## src/rtl/fork_rc_pkg.sv

```systemverilog
// Shared constants and helpers for the fork routing-computation unit.
// Provides the busy-count width helper, a one-hot rotate and the default busy threshold.
package fork_rc_pkg;

    localparam int DEFAULT_BUSY_THRESHOLD = 13;

    // floor(log2(n)) + 1: bits needed to hold a count of up to n
    function automatic int busy_cnt_w(input int n);
        int w;
        w = 0;
        for (int v = n; v > 0; v = v >> 1) begin
            w++;
        end
        return w;
    endfunction

    function automatic logic [31:0] rotl1(input logic [31:0] v, input int n);
        logic [31:0] m;
        m = (32'd1 << n) - 32'd1;
        return ((v << 1) | (v >> (n - 1))) & m;
    endfunction

endpackage

```

## src/rtl/fork_rc_rr_pick.sv

```systemverilog
// Circular priority pick: first eligible port at or after the one-hot pointer.
// Latency: combinational. Backpressure: none, pure function of its inputs.
// A doubled eligibility vector lets the search wrap without modulo logic in the data path.
module fork_rc_rr_pick #(
    parameter int N = 6
) (
    input  logic [N-1:0] ptr_i,
    input  logic [N-1:0] elig_i,
    output logic [N-1:0] sel_o,
    output logic         hit_o
);

    logic [2*N-1:0] dbl;
    logic           found;
    int             start;

    always_comb begin
        dbl   = {elig_i, elig_i};
        start = 0;
        for (int i = 0; i < N; i++) begin
            if (ptr_i[i]) start = i;
        end
        sel_o = '0;
        found = 1'b0;
        for (int k = 0; k < N; k++) begin
            if (!found && dbl[start + k]) begin
                found = 1'b1;
                sel_o[(start + k) % N] = 1'b1;
            end
        end
    end

    assign hit_o = |elig_i;

endmodule

```

## src/rtl/adaptive_fork_routing_computation.sv

```systemverilog
// Fork routing computation: round-robin over eligible ports, req_per_port grants each.
// Latency: 1 cycle, registered outputs. Backpressure: none; rc_stall flags a request with no eligible port.
// Define FORK_RC_BUSY_SKIP_EN to also skip ports whose busy count reaches busy_threshold.
module adaptive_fork_routing_computation
    import fork_rc_pkg::*;
#(
    parameter int no_outport              = 6,
    parameter int no_vc                   = 13,
    parameter int floorplusone_log2_no_vc = busy_cnt_w(no_vc),
    parameter int flit_size               = 1,
    parameter int phit_size               = 16,
    parameter int addr_length             = 10,
    parameter int req_per_port            = 2,
    parameter int busy_threshold          = DEFAULT_BUSY_THRESHOLD
) (
    input  logic                                          clk,
    input  logic                                          rs,
    input  logic                                          rc_req,
    input  logic [flit_size*phit_size-1:0]                header,
    input  logic [no_outport*floorplusone_log2_no_vc-1:0] busies,
    input  logic [addr_length-1:0]                        my_addr,
    input  logic [no_outport-1:0]                         port_mask,
    output logic [no_outport-1:0]                         outport_vec,
    output logic [no_vc-1:0]                              allow_vcs,
    output logic                                          rc_valid,
    output logic                                          rc_stall
);

    localparam int CW = $clog2(req_per_port + 1);

    logic [no_outport-1:0] ptr_q, ptr_d, outport_q, outport_d, elig, sel;
    logic [CW-1:0]         cnt_q, cnt_d, ncnt;
    logic                  hit, valid_q, valid_d, stall_q, stall_d;
    logic                  unused_ok;

`ifdef FORK_RC_BUSY_SKIP_EN
    localparam int BW = floorplusone_log2_no_vc;
    logic [no_outport-1:0] over;

    always_comb begin
        over = '0;
        for (int i = 0; i < no_outport; i++) begin
            over[i] = 32'(busies[i*BW +: BW]) >= $unsigned(busy_threshold);
        end
    end

    assign elig      = port_mask & ~over;
    assign unused_ok = ^{header, my_addr};
`else
    assign elig      = port_mask;
    assign unused_ok = ^{header, my_addr, busies, 32'(busy_threshold)};
`endif

    fork_rc_rr_pick #(.N(no_outport)) u_pick (
        .ptr_i  (ptr_q),
        .elig_i (elig),
        .sel_o  (sel),
        .hit_o  (hit)
    );

    // Moving off the pointer restarts the per-port grant count.
    assign ncnt = (sel == ptr_q) ? cnt_q + CW'(1) : CW'(1);

    always_comb begin
        ptr_d     = ptr_q;
        cnt_d     = cnt_q;
        outport_d = outport_q;
        valid_d   = 1'b0;
        stall_d   = 1'b0;
        if (rc_req) begin
            if (hit) begin
                outport_d = sel;
                valid_d   = 1'b1;
                if (ncnt == CW'(req_per_port)) begin
                    ptr_d = no_outport'(rotl1(32'(sel), no_outport));
                    cnt_d = '0;
                end else begin
                    ptr_d = sel;
                    cnt_d = ncnt;
                end
            end else begin
                stall_d = 1'b1;
            end
        end
    end

    always_ff @(posedge clk or posedge rs) begin
        if (rs) begin
            ptr_q     <= no_outport'(1);
            cnt_q     <= '0;
            outport_q <= '0;
            valid_q   <= 1'b0;
            stall_q   <= 1'b0;
        end else begin
            ptr_q     <= ptr_d;
            cnt_q     <= cnt_d;
            outport_q <= outport_d;
            valid_q   <= valid_d;
            stall_q   <= stall_d;
        end
    end

    assign outport_vec = outport_q;
    assign allow_vcs   = '1;
    assign rc_valid    = valid_q;
    assign rc_stall    = stall_q;

endmodule

```

## config.mk

```make
export PLATFORM = sky130hd
export DESIGN_NAME = adaptive_fork_routing_computation
export DESIGN_NICKNAME = d
export VERILOG_FILES = /design/src/rtl/fork_rc_pkg.sv /design/src/rtl/fork_rc_rr_pick.sv /design/src/rtl/adaptive_fork_routing_computation.sv
export SDC_FILE = /design/constraint.sdc
export NUM_CORES = 1
export LEC_CHECK = 0
export CAP_MARGIN = 10
export CORE_MARGIN = 2
export CORE_UTILIZATION = 40
export CTS_CLUSTER_DIAMETER = 50
export DETAILED_ROUTE_END_ITERATION = 12
export PLACE_DENSITY = 0.68
export SETUP_SLACK_MARGIN = 0.5
export SLEW_MARGIN = 20
export SYNTH_ARGS = -nofsm -noshare
export SYNTH_HDL_FRONTEND = slang
export SYNTH_SLANG_ARGS = --single-unit
```

## constraint.sdc

```tcl
create_clock -name clk -period 14 [get_ports clk]
set_clock_uncertainty 0.05 [all_clocks]
set_input_delay 2.8 -clock clk [delete_from_list [all_inputs] [get_ports clk]]
set_output_delay 2.8 -clock clk [all_outputs]
set_load 0.05 [all_outputs]
```

# After elaboration in Yosys (flattened, before gate mapping)
# Cells that the tools add are included.
[word_totals]
reg_bits = 16
input_bits = 59
output_inout_bits = 21
word_cells = 114
[classes]
n_addsub = 6
div_mod_pow = 6
magnitude_cmp = 18
n_eq_ne = 2
n_mux = 53
n_bitwise = 6
n_reduce_logical = 18
[op_table]
columns = ["op", "count"]
rows = [
  ["$ge 32x1->1 const B", 6],
  ["$lt 32x5->1 const B", 6],
  ["$lt 32x6->1 const B", 6],
  ["$mod 32x4->32 const B", 6],
  ["$mux 32", 4],
  ["$add 32x3->32 const B", 2],
  ["$add 32x4->32 const B", 2],
  ["$mux 6", 7],
  ["$add 32x2->32 const B", 1],
  ["$or 6x6->6", 5],
  ["$mux 1", 28],
  ["$bmux 1 s4", 6],
  ["$demux 1 s3", 6],
  ["$logic_and 1x1->1", 11],
  ["$eq 6x6->1", 1],
  ["$or 6x1->6", 1],
  ["$reduce_or 6->1", 1],
  ["$logic_not 1->1", 5],
  ["$mux 2", 2],
  ["$add 2x1->2 const B", 1],
  ["$eq 2x2->1 const B", 1],
  ["$reduce_and 2->1", 1],
]

# Longest topological paths before layout
[logic_depth]
ltp_word = 28
mapped_depth = 24
mapped_depth_nobuf = 20

# By module
# From an unflattened synthesis, not the netlist that was laid out.
[hier_totals]
hier_cells = 332
area_unflattened_um2 = 2476.1
[modules_own_cells]
columns = ["mod", "instances", "cells_each", "area_per_inst_um2", "seq_area_each_um2"]
rows = [
  ["fork_rc_rr_pick", 1, 237, 1617.8, 0.0],
  ["adaptive_fork_routing_computation", 1, 95, 858.3, 401.6],
]

# Worst setup path after synthesis
# OpenSTA, ideal clock, no wires.
[synth_path]
kind = "in2reg"
from = "input port_mask[4]"
to = "register ptr_q[3]"
setup_time_ns = 0.126
arrival_time_ns = 5.593
t_required_ns = 13.824
path_slack_ns = 8.231
stages = 13
n_path_buf = 2
path_cell_list = "clkbuf_1 mux2_2 o2bb2ai_1 nor4_4 nand3_1 and4b_1 buf_4 a31oi_2 a21o_1 a221oi_2 and4_1 nand3_2 a221o_1"
[synth_via]
elab_chain_cells = 23
word_cells_on_any_way = 51
classes_between = "eq/ne: 2; mux: 31; bitwise: 6; reduce/logical: 12"
[synth_lines]
columns = ["item", "line_no", "source"]
rows = [
  ["start: declaration", "adaptive_fork_routing_computation.sv:22", "input logic [no_outport-1:0] port_mask,"],
  ["$bmux 1 s4", "fork_rc_rr_pick.sv:26", "if (!found && dbl[start + k]) begin"],
  ["$mux 1 (not written as such) (2 in a row)", "fork_rc_rr_pick.sv:26", ""],
  ["$mux 1", "fork_rc_rr_pick.sv:26", ""],
  ["$logic_not 1->1", "fork_rc_rr_pick.sv:26", ""],
  ["$logic_and 1x1->1", "fork_rc_rr_pick.sv:26", ""],
  ["$mux 1", "fork_rc_rr_pick.sv:26", ""],
  ["$logic_not 1->1", "fork_rc_rr_pick.sv:26", ""],
  ["$logic_and 1x1->1", "fork_rc_rr_pick.sv:26", ""],
  ["[... 6 more ...]", "n/a", ""],
  ["$mux 1", "fork_rc_rr_pick.sv:26", ""],
  ["$logic_not 1->1", "fork_rc_rr_pick.sv:26", ""],
  ["$logic_and 1x1->1", "fork_rc_rr_pick.sv:26", ""],
  ["$mux 6", "fork_rc_rr_pick.sv:26", ""],
  ["$eq 6x6->1", "adaptive_fork_routing_computation.sv:62", "assign ncnt = (sel == ptr_q) ? cnt_q + CW'(1) : CW'(1);"],
  ["$mux 2", "adaptive_fork_routing_computation.sv:62", ""],
  ["$eq 2x2->1", "adaptive_fork_routing_computation.sv:74", "if (ncnt == CW'(req_per_port)) begin"],
  ["$mux 6", "adaptive_fork_routing_computation.sv:74", ""],
  ["end signal: assignment", "adaptive_fork_routing_computation.sv:89", "ptr_q <= no_outport'(1);"],
  ["end signal: assignment", "adaptive_fork_routing_computation.sv:95", "ptr_q <= ptr_d;"],
  ["end: declaration", "adaptive_fork_routing_computation.sv:31", "logic [no_outport-1:0] ptr_q, ptr_d, outport_q, outport_d, elig, sel;"],
]
# Parallel ways exist; a longest one is shown, timed or not. The select of a mux whose other input is x is not followed.
# A chain may end at the register's enable or synchronous reset.

# Worst setup path after layout
# Same ends and word-level chain as after synthesis.

==> impl_metrics.py <==
metrics = {
    "final_layout": {
        "finalNonFillerCells": 493,
        "final_nets": 472,
        "final_cell_mix": "nand2_1 (34), nor2_1 (27), inv_1 (18), ha_1 (18), clkdlybuf4s50_1 (16)",
        "area_growth_syn_to_layout_pct": 4.319,
        "num_antenna_cells": 0,
        "drive_gt1_frac": 0.1015,
        "layout_commonest_cell": "nand2_1",
    },
    "synthesis": {
        "yosys.cell_types.count": 86,
        "synth_top_cell_area_share": 0.1222,
        "synth_top_area_cell": "dfrtp_1",
        "synth_seq_area_share": 0.1308,
        "avgSynthCellArea_um2": 7.600,
        "syn_area_um2": 3070,
        "async_flop_share": 1.000,
        "yosysWarnings": 0,
        "synth_edf_count": 0,
        "ys_ff_latch": 16,
        "ys.flop_type": "dfrtp_1",
        "synth.top_cells.by_area": "dfrtp_1 (12%), ha_1 (7.3%), mux2i_1 (4.6%)",
        "syn_inst": 404,
    },
    "critical_path": {
        "cp_max_fo": 11,
        "critical_path_class": "input port to flop",
        "crit_arrival_ps": 6700,
        "start_kind": "input port",
        "cp.required_ps": 14080,
        "endpoint_kind": "flop",
    },
    "floorplan": {
        "initial_core_util": 0.4188,
        "io_pins": 80,
        "die-area_um2": 8393,
        "rows": 31,
        "die_y_um": 91.62,
        "die_w_um": 91.62,
        "coreArea_um2": 7331,
    },
    "timing": {
        "finalCritPeriodShare": 0.4728,
        "finalMaxSlewViolations": 0,
        "rsz0062_at_grt": "false",
        "maxSlewHeadroom": 0.2718,
        "setup_viol": 0,
        "clock.fmax_ghz": 0.1511,
        "hold_violations": 0,
        "setup-tns-final_ps": 0,
        "finalCriticalPeriod_ps": 6619,
        "worst_pin_slew_ps": 1086,
    },
    "global_route": {
        "grt_use_met3": 0.03533,
        "grtUsageMet2": 0.3523,
        "top_usage_layer": "met2",
        "grt_max_degree": 32,
        "antenna_found_initial": 0,
        "grt.overflow.total": 0,
        "grt_pass1_wl_um": 14660,
        "track_usage": 0.2095,
        "use_met1": 0.2829,
        "grt_pass1_vias": 2952,
    },
    "route": {
        "ant_nets": 0,
        "dr.pass1.iters": 6,
        "num_vias": 3230,
        "wl_per_cell_um": 18.33,
        "via_per_inst": 6.552,
        "totalWireLength_um": 9039,
        "drc": 0,
        "drtIter0Drc": 483,
    },
    "clocking": {
        "cts_resized": 0,
        "clock-sinks": 16,
        "tritoncts": "built",
        "postCtsHoldBufs": 0,
        "cts_buffer_depth": 2,
        "root_buffer": "clkbuf_8",
        "clk_latency_ps": 250,
        "cts_setup_buffers": 0,
        "cts_buffers": 3,
        "htreeDepth": 1,
        "path_clk_slew_ps": 60,
    },
    "min_path": {
        "hold_path_class": "flop to flop",
    },
    "status": {
        "outcome": "finished, final reports clean",
    },
    "run": {
        "maxCapViolations": 0,
    },
    "placement": {
        "dp_cells": 489,
        "hpwl_um": 6627,
        "routabilityCongestion": 0.9535,
        "io_buffers": 16,
    },
}
-- synth_stat cells, types with 10 or more instances --
master    count
nand2_1      34
nor2_1       27
buf_4        18
ha_1         18
inv_1        18
dfrtp_1      15
mux2i_1      14
o21ai_0      14
nor3_1       13
a21oi_1      12
clkbuf_1     12
nand3_1      12
a211oi_1     10
-- metrics by stage --
stage / util / hold slack, ps / worst slack [ps] / area (um2)
after floorplan: - / 403.8 / 8231 / 3115
after global placement: 0.4294 / 411.1 / 7262 / 3148
after detailed placement: 0.4294 / 413.8 / 7251 / 3148
after CTS: 0.4369 / 428.7 / 7489 / 3203
after global routing: 0.4369 / 463.5 / 7161 / 3203
final: 0.4369 / 425.8 / 7381 / 3203
-- layout make-up --
type | instances | area [um2]
clock buffers | 4 | 55.05
fillers | 728 | 4128
inverters | 23 | 86.33
multi-input cells | 333 | 2361
flip-flops and latches | 16 | 401.6
well taps | 99 | 123.9
repair buffers | 18 | 175.2
-- sequential cells by signal (all words and copies together) (netlist names) --
register and count:
rc_stall 1, outport_vec 6, cnt_q 2, rc_valid 1
ptr_q 6
-- worst max-delay path: stages --
cell and delay (ps):
clkdlybuf4s50_1 640, mux2i_1 430, o32ai_1 180, nor4_4 330, nand3_1 290, and4b_1 580, a31oi_2 180, a21o_1 190
a221oi_2 320, and4_1 280, nand3_2 140, a221o_1 330
-- kinds of logic after synthesis --
kind of cell | count (synthesis) | share of synthesized area
AOI/OAI and AO/OA | 133 | 0.3378
xor gates and xnor gates | 4 | 0.01141
adders and majority gates | 18 | 0.07335
buffers and inverters | 67 | 0.1149
DFF | 16 | 0.1308
muxes | 17 | 0.06397
other | 1 | 0.001221
and+or+nand+nor | 148 | 0.2665
-- per-layer routing --
layer,up-vias,routed length [um]
met5,-,0
met4,0,137
met3,21,911
met2,196,4185
met1,1514,3805
li1,1499,-
-- path summary, 6_finish.rpt --
check                           slack [ps]                          to  depth (start not counted)                       start
worst max-delay path                  7380        ptr_q[3]$_DFFE_PP0P_                         12                port_mask[4]
worst min-delay path                   430  outport_vec[4]$_DFFE_PP0P_                          2  outport_vec[4]$_DFFE_PP0P_
worst max register to register        7630        ptr_q[3]$_DFFE_PP0P_                         19        ptr_q[5]$_DFFE_PP0P_
worst min register to register         430  outport_vec[4]$_DFFE_PP0P_                          2  outport_vec[4]$_DFFE_PP0P_
max in group asynchronous            10650        cnt_q[0]$_DFFE_PP0P_                          2                          rs
min in group asynchronous             2860          rc_stall$_DFF_PP0_                          2                          rs
Power is left out: the tool's default activity adds up to more than one toggle a clock period on the data nets, which glitch-free logic cannot reach.
==> RTL edit 1, RTL diff (same settings) <==
Build with the macro `FORK_RC_BUSY_SKIP_EN` defined.
--- a/src/rtl/adaptive_fork_routing_computation.sv
+++ b/src/rtl/adaptive_fork_routing_computation.sv
@@ -1,6 +1,8 @@
 // Fork routing computation: round-robin over eligible ports, req_per_port grants each.
 // Latency: 1 cycle, registered outputs. Backpressure: none; rc_stall flags a request with no eligible port.
 // Define FORK_RC_BUSY_SKIP_EN to also skip ports whose busy count reaches busy_threshold.
+`define FORK_RC_BUSY_SKIP_EN
+
 module adaptive_fork_routing_computation
     import fork_rc_pkg::*;
 #(
Behaviour: not the same (Yosys sat finds a counterexample within 4 cycles, from zero or initial values).
==> RTL edit 1 against the unedited design <==
- cell area is 5.8% lower
- die area fell by 15%
- setup slack worse by 0.26 ns
- wire length down 17%
- cell count is 8.3% lower
- global-route usage fell by 0.34 points
- area after synthesis decreased by 15%
- utilization up 4.1 points
- sequential cell count unchanged
Power is not shown: default switching activity piles up to over one toggle a cycle in this logic, so the estimate is an artifact.
==> RTL edit 1: results (changes against the unedited design) <==
* R2R depth at 20 (was 19)
* Hold Path Depth at 1 (was 2)
* # port buffers at 40 (was 16)
* GRT Overall Usage at 20.6% (was 21.0%)
* Yosys cell types at 73 (was 86)
* 1st-pass router iterations at 4 (was 6)
* Largest stage delay, worst path at 0.75 ns (was 0.64 ns)
* Synth Area in Compound Gates at 28.0% (was 33.8%)
* Reg2reg start: ptr_q[4] (was ptr_q[5])
* Pin count of the biggest net entering global routing at 25 (was 32)
* Sequential fraction of the synthesis area at 15.5% (was 13.1%)
* Dpl ws at 6.95 ns (was 7.25 ns)
* Mux cell area share after synthesis at 5.20% (was 6.40%)
* Hold slack final at 0.439 ns (was 0.426 ns)
* Layout cells sized above 1 at 7.20% (was 10.2%)
* Slowest CP cell: or4_1 (was clkdlybuf4s50_1)
* Hold path endpoint: cnt_q[1] (was outport_vec[4])
* Post-DP HPWL at 5560 um (was 6630 um)
* Worst path arrival time at 6.97 ns (was 6.70 ns)
* Critical path startpoint: busies[17] (was port_mask[4])
* Status: completed (unchanged)
* Main area contributors after synthesis: dfrtp_1 14%, ha_1 8.7%, nor2_1 5.9% (was dfrtp_1 12%, ha_1 7.3%, mux2i_1 4.6%)
* WL/cell at 16.5 um (was 18.3 um)
* Gpl congestion at 0.924 (was 0.954)
* Worst hold start: cnt_q[1] (was outport_vec[4])
* Synth Area in Adders at 8.67% (was 7.33%)
* Relative slew slack at 52.5% (was 27.2%)
* First-pass GRT wire length at 12300 um (was 14700 um)
* XOR/XNOR Fraction of Synth Area at 2.65% (was 1.14%)
* Mapped Avg Cell Area at 7.42 um^2 (was 7.60 um^2)
[RTL edit 1: per-layer routing]
metal | routed length (um) | part of all wire, % | global-route usage [%]
met5 | 0 | 0 | 0
met4 | 162 | 2.2 | 5.34
met3 | 562 | 7.5 | 2.95
met1 | 3380 | 45 | 30.2
met2 | 3360 | 45 | 31.7
[RTL edit 1: critical path, delay by kind of cell]
family	cells	cell delay [ns]
xor gates and xnor gates	1	0.18
and+or+nand+nor	3	1.45
muxes	1	0.36
AOI/OAI and AO/OA	7	1.71
buffers and inverters	1	0.45
[RTL edit 1: cell type report]
| type | count | area [um^2] |
|---|---|---|
| fill | 645 | 3300 |
| multi-input combinational | 298 | 1990 |
| timing repair buffer | 41 | 408 |
| sequential | 16 | 402 |
| tap | 77 | 96.3 |
| inverter | 16 | 61.3 |
| clock buffer | 4 | 55.1 |
